File: src/rtl/swin_pkg.sv
// Shared defaults for the streaming-window block family.
package swin_pkg;

  localparam int SWIN_DATA_WIDTH = 8;
  localparam int SWIN_ADDR_WIDTH = 4;
  localparam int SWIN_DEPTH      = 1 << SWIN_ADDR_WIDTH;

endpackage : swin_pkg

File: src/rtl/dbram.sv
// Distributed dual-address RAM: synchronous write port, registered read port
// that reloads from rd_addr on every rising edge (1-cycle read latency).
// A read and a write to the same address on the same edge return the old word.
module dbram
  import swin_pkg::*;
#(
  parameter int DATA_WIDTH = SWIN_DATA_WIDTH,
  parameter int ADDR_WIDTH = SWIN_ADDR_WIDTH
) (
  input  logic                  clk,
  input  logic                  rst_n,
  input  logic                  wr_en,
  input  logic [ADDR_WIDTH-1:0] wr_addr,
  input  logic [DATA_WIDTH-1:0] wr_data,
  input  logic [ADDR_WIDTH-1:0] rd_addr,
  output logic [DATA_WIDTH-1:0] rd_data
);

  logic [DATA_WIDTH-1:0] mem_q [2**ADDR_WIDTH];
  logic [DATA_WIDTH-1:0] rd_data_d;
  logic [DATA_WIDTH-1:0] rd_data_q;

  // Storage array: no reset, contents are don't-care until written.
  always_ff @(posedge clk) begin
    if (wr_en) begin
      mem_q[wr_addr] <= wr_data;
    end
  end

  // Asynchronous array lookup feeding the read register.
  always_comb begin
    rd_data_d = mem_q[rd_addr];
  end

  // Read output register; cleared by reset so the FIFO head reads zero.
  always_ff @(posedge clk or negedge rst_n) begin
    if (!rst_n) begin
      rd_data_q <= '0;
    end else begin
      rd_data_q <= rd_data_d;
    end
  end

  assign rd_data = rd_data_q;

endmodule : dbram

File: src/rtl/dbram_fifo.sv
// Single-clock valid/ready FIFO built on one dbram instance.
// The head word comes straight from the RAM read register; the read address
// is steered one entry ahead on a pop so the next head is ready one edge later.
module dbram_fifo
  import swin_pkg::*;
#(
  parameter int DATA_WIDTH = SWIN_DATA_WIDTH,
  parameter int DEPTH      = SWIN_DEPTH,
  parameter int ADDR_WIDTH = SWIN_ADDR_WIDTH
) (
  input  logic                  clk,
  input  logic                  rst_n,
  input  logic [DATA_WIDTH-1:0] in_data,
  input  logic                  in_valid,
  output logic                  in_ready,
  output logic [DATA_WIDTH-1:0] out_data,
  output logic                  out_valid,
  input  logic                  out_ready,
  output logic [ADDR_WIDTH:0]   count
);

  localparam int                    CW         = ADDR_WIDTH + 1;
  localparam logic [CW-1:0]         FULL_COUNT = CW'(DEPTH);
  localparam logic [ADDR_WIDTH-1:0] PTR_ONE    = ADDR_WIDTH'(1);

  logic                  push;
  logic                  pop;
  logic [ADDR_WIDTH-1:0] wr_ptr_d, wr_ptr_q;
  logic [ADDR_WIDTH-1:0] rd_ptr_d, rd_ptr_q;
  logic [ADDR_WIDTH-1:0] rd_addr;
  logic [CW-1:0]         count_d, count_q;
  logic                  out_valid_d, out_valid_q;
  logic                  in_ready_d, in_ready_q;

  // Handshakes and pointer advance; pointers wrap naturally since DEPTH is 2**ADDR_WIDTH.
  always_comb begin
    push     = in_valid && in_ready_q;
    pop      = out_valid_q && out_ready;
    wr_ptr_d = push ? (wr_ptr_q + PTR_ONE) : wr_ptr_q;
    rd_ptr_d = pop  ? (rd_ptr_q + PTR_ONE) : rd_ptr_q;
    // Look ahead to the following entry when the head is consumed this cycle.
    rd_addr  = rd_ptr_d;
  end

  // Occupancy and registered flags. A word written this cycle is excluded from
  // out_valid because the RAM read register cannot see it until the next edge.
  always_comb begin
    count_d     = count_q + CW'(push) - CW'(pop);
    out_valid_d = (count_q - CW'(pop)) != '0;
    in_ready_d  = (count_d != FULL_COUNT);
  end

  // Control state; everything clears asynchronously, in_ready rises on the first edge.
  always_ff @(posedge clk or negedge rst_n) begin
    if (!rst_n) begin
      wr_ptr_q    <= '0;
      rd_ptr_q    <= '0;
      count_q     <= '0;
      out_valid_q <= 1'b0;
      in_ready_q  <= 1'b0;
    end else begin
      wr_ptr_q    <= wr_ptr_d;
      rd_ptr_q    <= rd_ptr_d;
      count_q     <= count_d;
      out_valid_q <= out_valid_d;
      in_ready_q  <= in_ready_d;
    end
  end

  dbram #(
    .DATA_WIDTH (DATA_WIDTH),
    .ADDR_WIDTH (ADDR_WIDTH)
  ) u_ram (
    .clk     (clk),
    .rst_n   (rst_n),
    .wr_en   (push),
    .wr_addr (wr_ptr_q),
    .wr_data (in_data),
    .rd_addr (rd_addr),
    .rd_data (out_data)
  );

  assign in_ready  = in_ready_q;
  assign out_valid = out_valid_q;
  assign count     = count_q;

endmodule : dbram_fifo

File: config.mk
export PLATFORM = sky130hd
export DESIGN_NAME = dbram_fifo
export DESIGN_NICKNAME = d
export VERILOG_FILES = /design/src/rtl/swin_pkg.sv /design/src/rtl/dbram.sv /design/src/rtl/dbram_fifo.sv
export SDC_FILE = /design/constraint.sdc
export NUM_CORES = 1
export LEC_CHECK = 0
export CAP_MARGIN = 30
export CORE_ASPECT_RATIO = 0.9
export CORE_MARGIN = 2
export CORE_UTILIZATION = 35
export CTS_BUF_LIST = sky130_fd_sc_hd__clkbuf_16
export CTS_CLUSTER_SIZE = 40
export DETAILED_ROUTE_END_ITERATION = 8
export DONT_BUFFER_PORTS = 1
export HOLD_SLACK_MARGIN = 0.05
export PLACE_DENSITY_LB_ADDON = 0.3
export SLEW_MARGIN = 20
export SYNTH_ARGS = -nofsm -noshare
export SYNTH_HDL_FRONTEND = slang
export SYNTH_HIERARCHICAL = 1
export SYNTH_SLANG_ARGS = --single-unit
File: constraint.sdc
create_clock -name clk -period 6.44 [get_ports clk]
set_clock_uncertainty 0.2 [all_clocks]
set_input_delay 0.644 -clock clk [delete_from_list [all_inputs] [get_ports clk]]
set_output_delay 0.644 -clock clk [all_outputs]
set_load 0.005 [all_outputs]
==> metrics.yaml <==
outcome: "finished, final reports clean"
ir_drop_mv: 0.2461
grt_pass1_vias: 2887
synth_seq_cells: 151
drv_slew: 0
row_count: 45
max_clock_freq_mhz: 373.7
syn_avg_cell_area_um2: 20.12
diodes: 0
path_class: "flop to flop"
synth_xor_xnor_area_share_pct: 1.323
syn2layout_area_growth_pct: 13.84
slowest_delay_ns: 0.67
antenna_found_initial: 0
layout_worst_path_cycle_share_pct: 41.56
die_x_um: 141.5
synth-compound-area-share_pct: 2.394
finalSetupViolations: 0
crit_top_cell: "nand2_1"
end_kind: "flop"
total_power_uw: 3249
synthSimpleGateAreaFrac_pct: 4.768
die_h_um: 127.8
synthesis.instances: 296
clk_pin_slew_worst_paths_ns: 0.07
post-place-ws_ns: 3.518
first_pass_iters: 4
ioPinCount: 27
finalNetCount: 331
core_mm2: 0.01678
cts_sinks: 151
start_kind: "flop"
path_cells: "nand2_1 > xnor2_2 > buf_4 > mux4_1 > a22oi_1 > nand2_1"
synth_top_family_by_area: "multiplexers"
syn_nets: 317
cts_made_buffers: 17
synth_fa_ha_area_share_pct: 2.016
synth_cell_types: 36
muxShareOfSynthArea_pct: 13.36
synthTopCellsByArea: "edfxtp_1, dfrtp_1, mux4_2"
leakage_uw: 0.002296
drc: 0
period_needed_ns: 2.676
place_area_mm2: 0.006170
ant_nets: 0
drt_wl_total_um: 11260
synthesis.area_mm2: 0.005957
relSlewSlack_pct: 34.55
power_density_mw_per_mm2: 479.1
cts-root-buf: "clkbuf_16"
fin_area_mm2: 0.006782
synth_top_area_share_pct: 64.52
nFillCells: 1476
grt_pass1_wl_um: 17260
synth_edf_count: 128
cts.path.max_buffers: 2
yosysWarningCount: 6
rsz0062_at_grt: "no"
dr.first_iter.drc_count: 223
grtUsageTotal_pct: 13.48
tns_ns: 0
crit_required_ns: 6.54
cts_resized: 0
holdWs_ns: 0.1119
cts_tree: "yes"
start_util_pct: 35.50
async_flop_share_pct: 15.23
grt_max_degree: 34
critPathMaxFanout: 33
setup_slack_ns: 3.764
yosysSeqAreaShare_pct: 74.19
wl_per_cell_um: 21.08
drive_gt1_share_pct: 19.81
hpwl_um: 6938
ctsHtreeMaxLevel: 4
synth_ff_type: "edfxtp_1"
worst_slew_pin_slew_ns: 0.9781
min_path_type: "primary input to flop"
crit_arrival_ns: 2.77
viasPerCell: 5.210
numPortBuffers: 0
cp_slowest_cell: "mux4_1"
grt_overflow_total: 0
hold_viol_final: 0
drv_cap: 0
vias: 2782
gp_congestion: 0.7226
fp.dieArea_mm2: 0.01808
synth_top_area_cell: "edfxtp_1"
insertion_delay_ns: 0.42
final cells by class:
class | count | area (um^2) | area share [%]
multi-input combinational | 127 | 1449 | 21.37
clock buffer | 17 | 425.4 | 6.273
inverter | 8 | 30.03 | 0.4428
timing repair buffer | 5 | 52.55 | 0.7749
sequential | 151 | 4419 | 65.17
tap | 211 | 264.0 | 3.893
clock inverter | 15 | 141.4 | 2.085
routing by layer:
layer	track usage [%]	vias to the layer above	part of all wire, %
met5	0	-	0
met4	5.176	0	1.4
met3	4.931	14	6.1
met2	21.25	73	49
met1	17.16	1466	44
li1	-	1229	-
cell families after synthesis:
| family | count (synthesis) |
|---|---|
| adders and majority gates | 9 |
| muxes | 34 |
| xor gates and xnor gates | 9 |
| buffers and inverters | 18 |
| AOI/OAI and AO/OA | 19 |
| and+or+nand+nor | 56 |
| DFF | 151 |
path summary, 6_finish.rpt:
check                            start                 to  slack, ns  depth (start not counted)
hold / removal              in_data[4]  u_ram/mem_q[5][4]       0.11                          0
setup / recovery             out_valid   u_ram/rd_data[1]       3.76                          6
max in group asynchronous        rst_n   u_ram/rd_data[1]       5.44                          2
min in group asynchronous        rst_n           in_ready       0.45                          2
hold reg to reg            rd_ptr_q[3]        rd_ptr_q[3]       0.31                          1
setup reg to reg             out_valid   u_ram/rd_data[1]       3.76                          6
power by group:
group          switching [uW]  internal, uW
clock network             429           508
registers                 109          1230
logic                     519           450
flip-flops by register name, indices dropped and copies added, names as in the netlist:
name           cells
count              5
in_ready           1
out_valid          1
rd_ptr_q           4
u_ram/mem_q      128
u_ram/rd_data      8
wr_ptr_q           4
stage by stage:
step           cells  utilization, %
6_report         534           40.42
5_1_grt          534           40.42
4_1_cts          532           40.33
3_5_place_dp     498           36.77
3_3_place_gp     498           36.74
2_1_floorplan    296               -
cells in the final DEF, fill, tap and decap left out, types with 2 or more instances in the layout:
master and n:
xor2_1 3, nand3_1 4, nand2_1 16, inv_6 4
edfxtp_1 128, nor2_1 14, a22oi_1 16, clkinv_8 2
mux2_2 2, mux4_2 18, inv_8 2, buf_4 3
clkbuf_16 17, nand3b_1 2, mux4_1 14, clkinvlp_4 5
inv_1 8, xnor2_1 5, ha_1 8, nor3_2 4
dfrtp_1 23, nand2b_1 3
worst max-delay path: cells and delay by family (launching register included):
kind,cells,cell delay [ns]
xor+xnor,1,0.14
mux,1,0.67
buf+inv,1,0.53
simple gates,2,0.32
compound gates,1,0.25
flops,1,0.42
cells in the mapped netlist, drive strengths merged (2+ instances only):
library cell,count
nand2,16
nand3,4
and2b,2
nor2,14
nor3,5
dfrtp,23
nand2b,3
a22oi,16
clkdlybuf4s25,3
inv,8
nand3b,2
mux2,2
ha,8
xnor2,6
mux4,32
edfxtp,128
buf,7
xor2,3
timing repair:
item | CTS | global route
hold buffers | 2 | 0
buffers inserted | 0 | 0
hold endpoints to repair | 23 | 0
(Power assumes the default switching activity.)
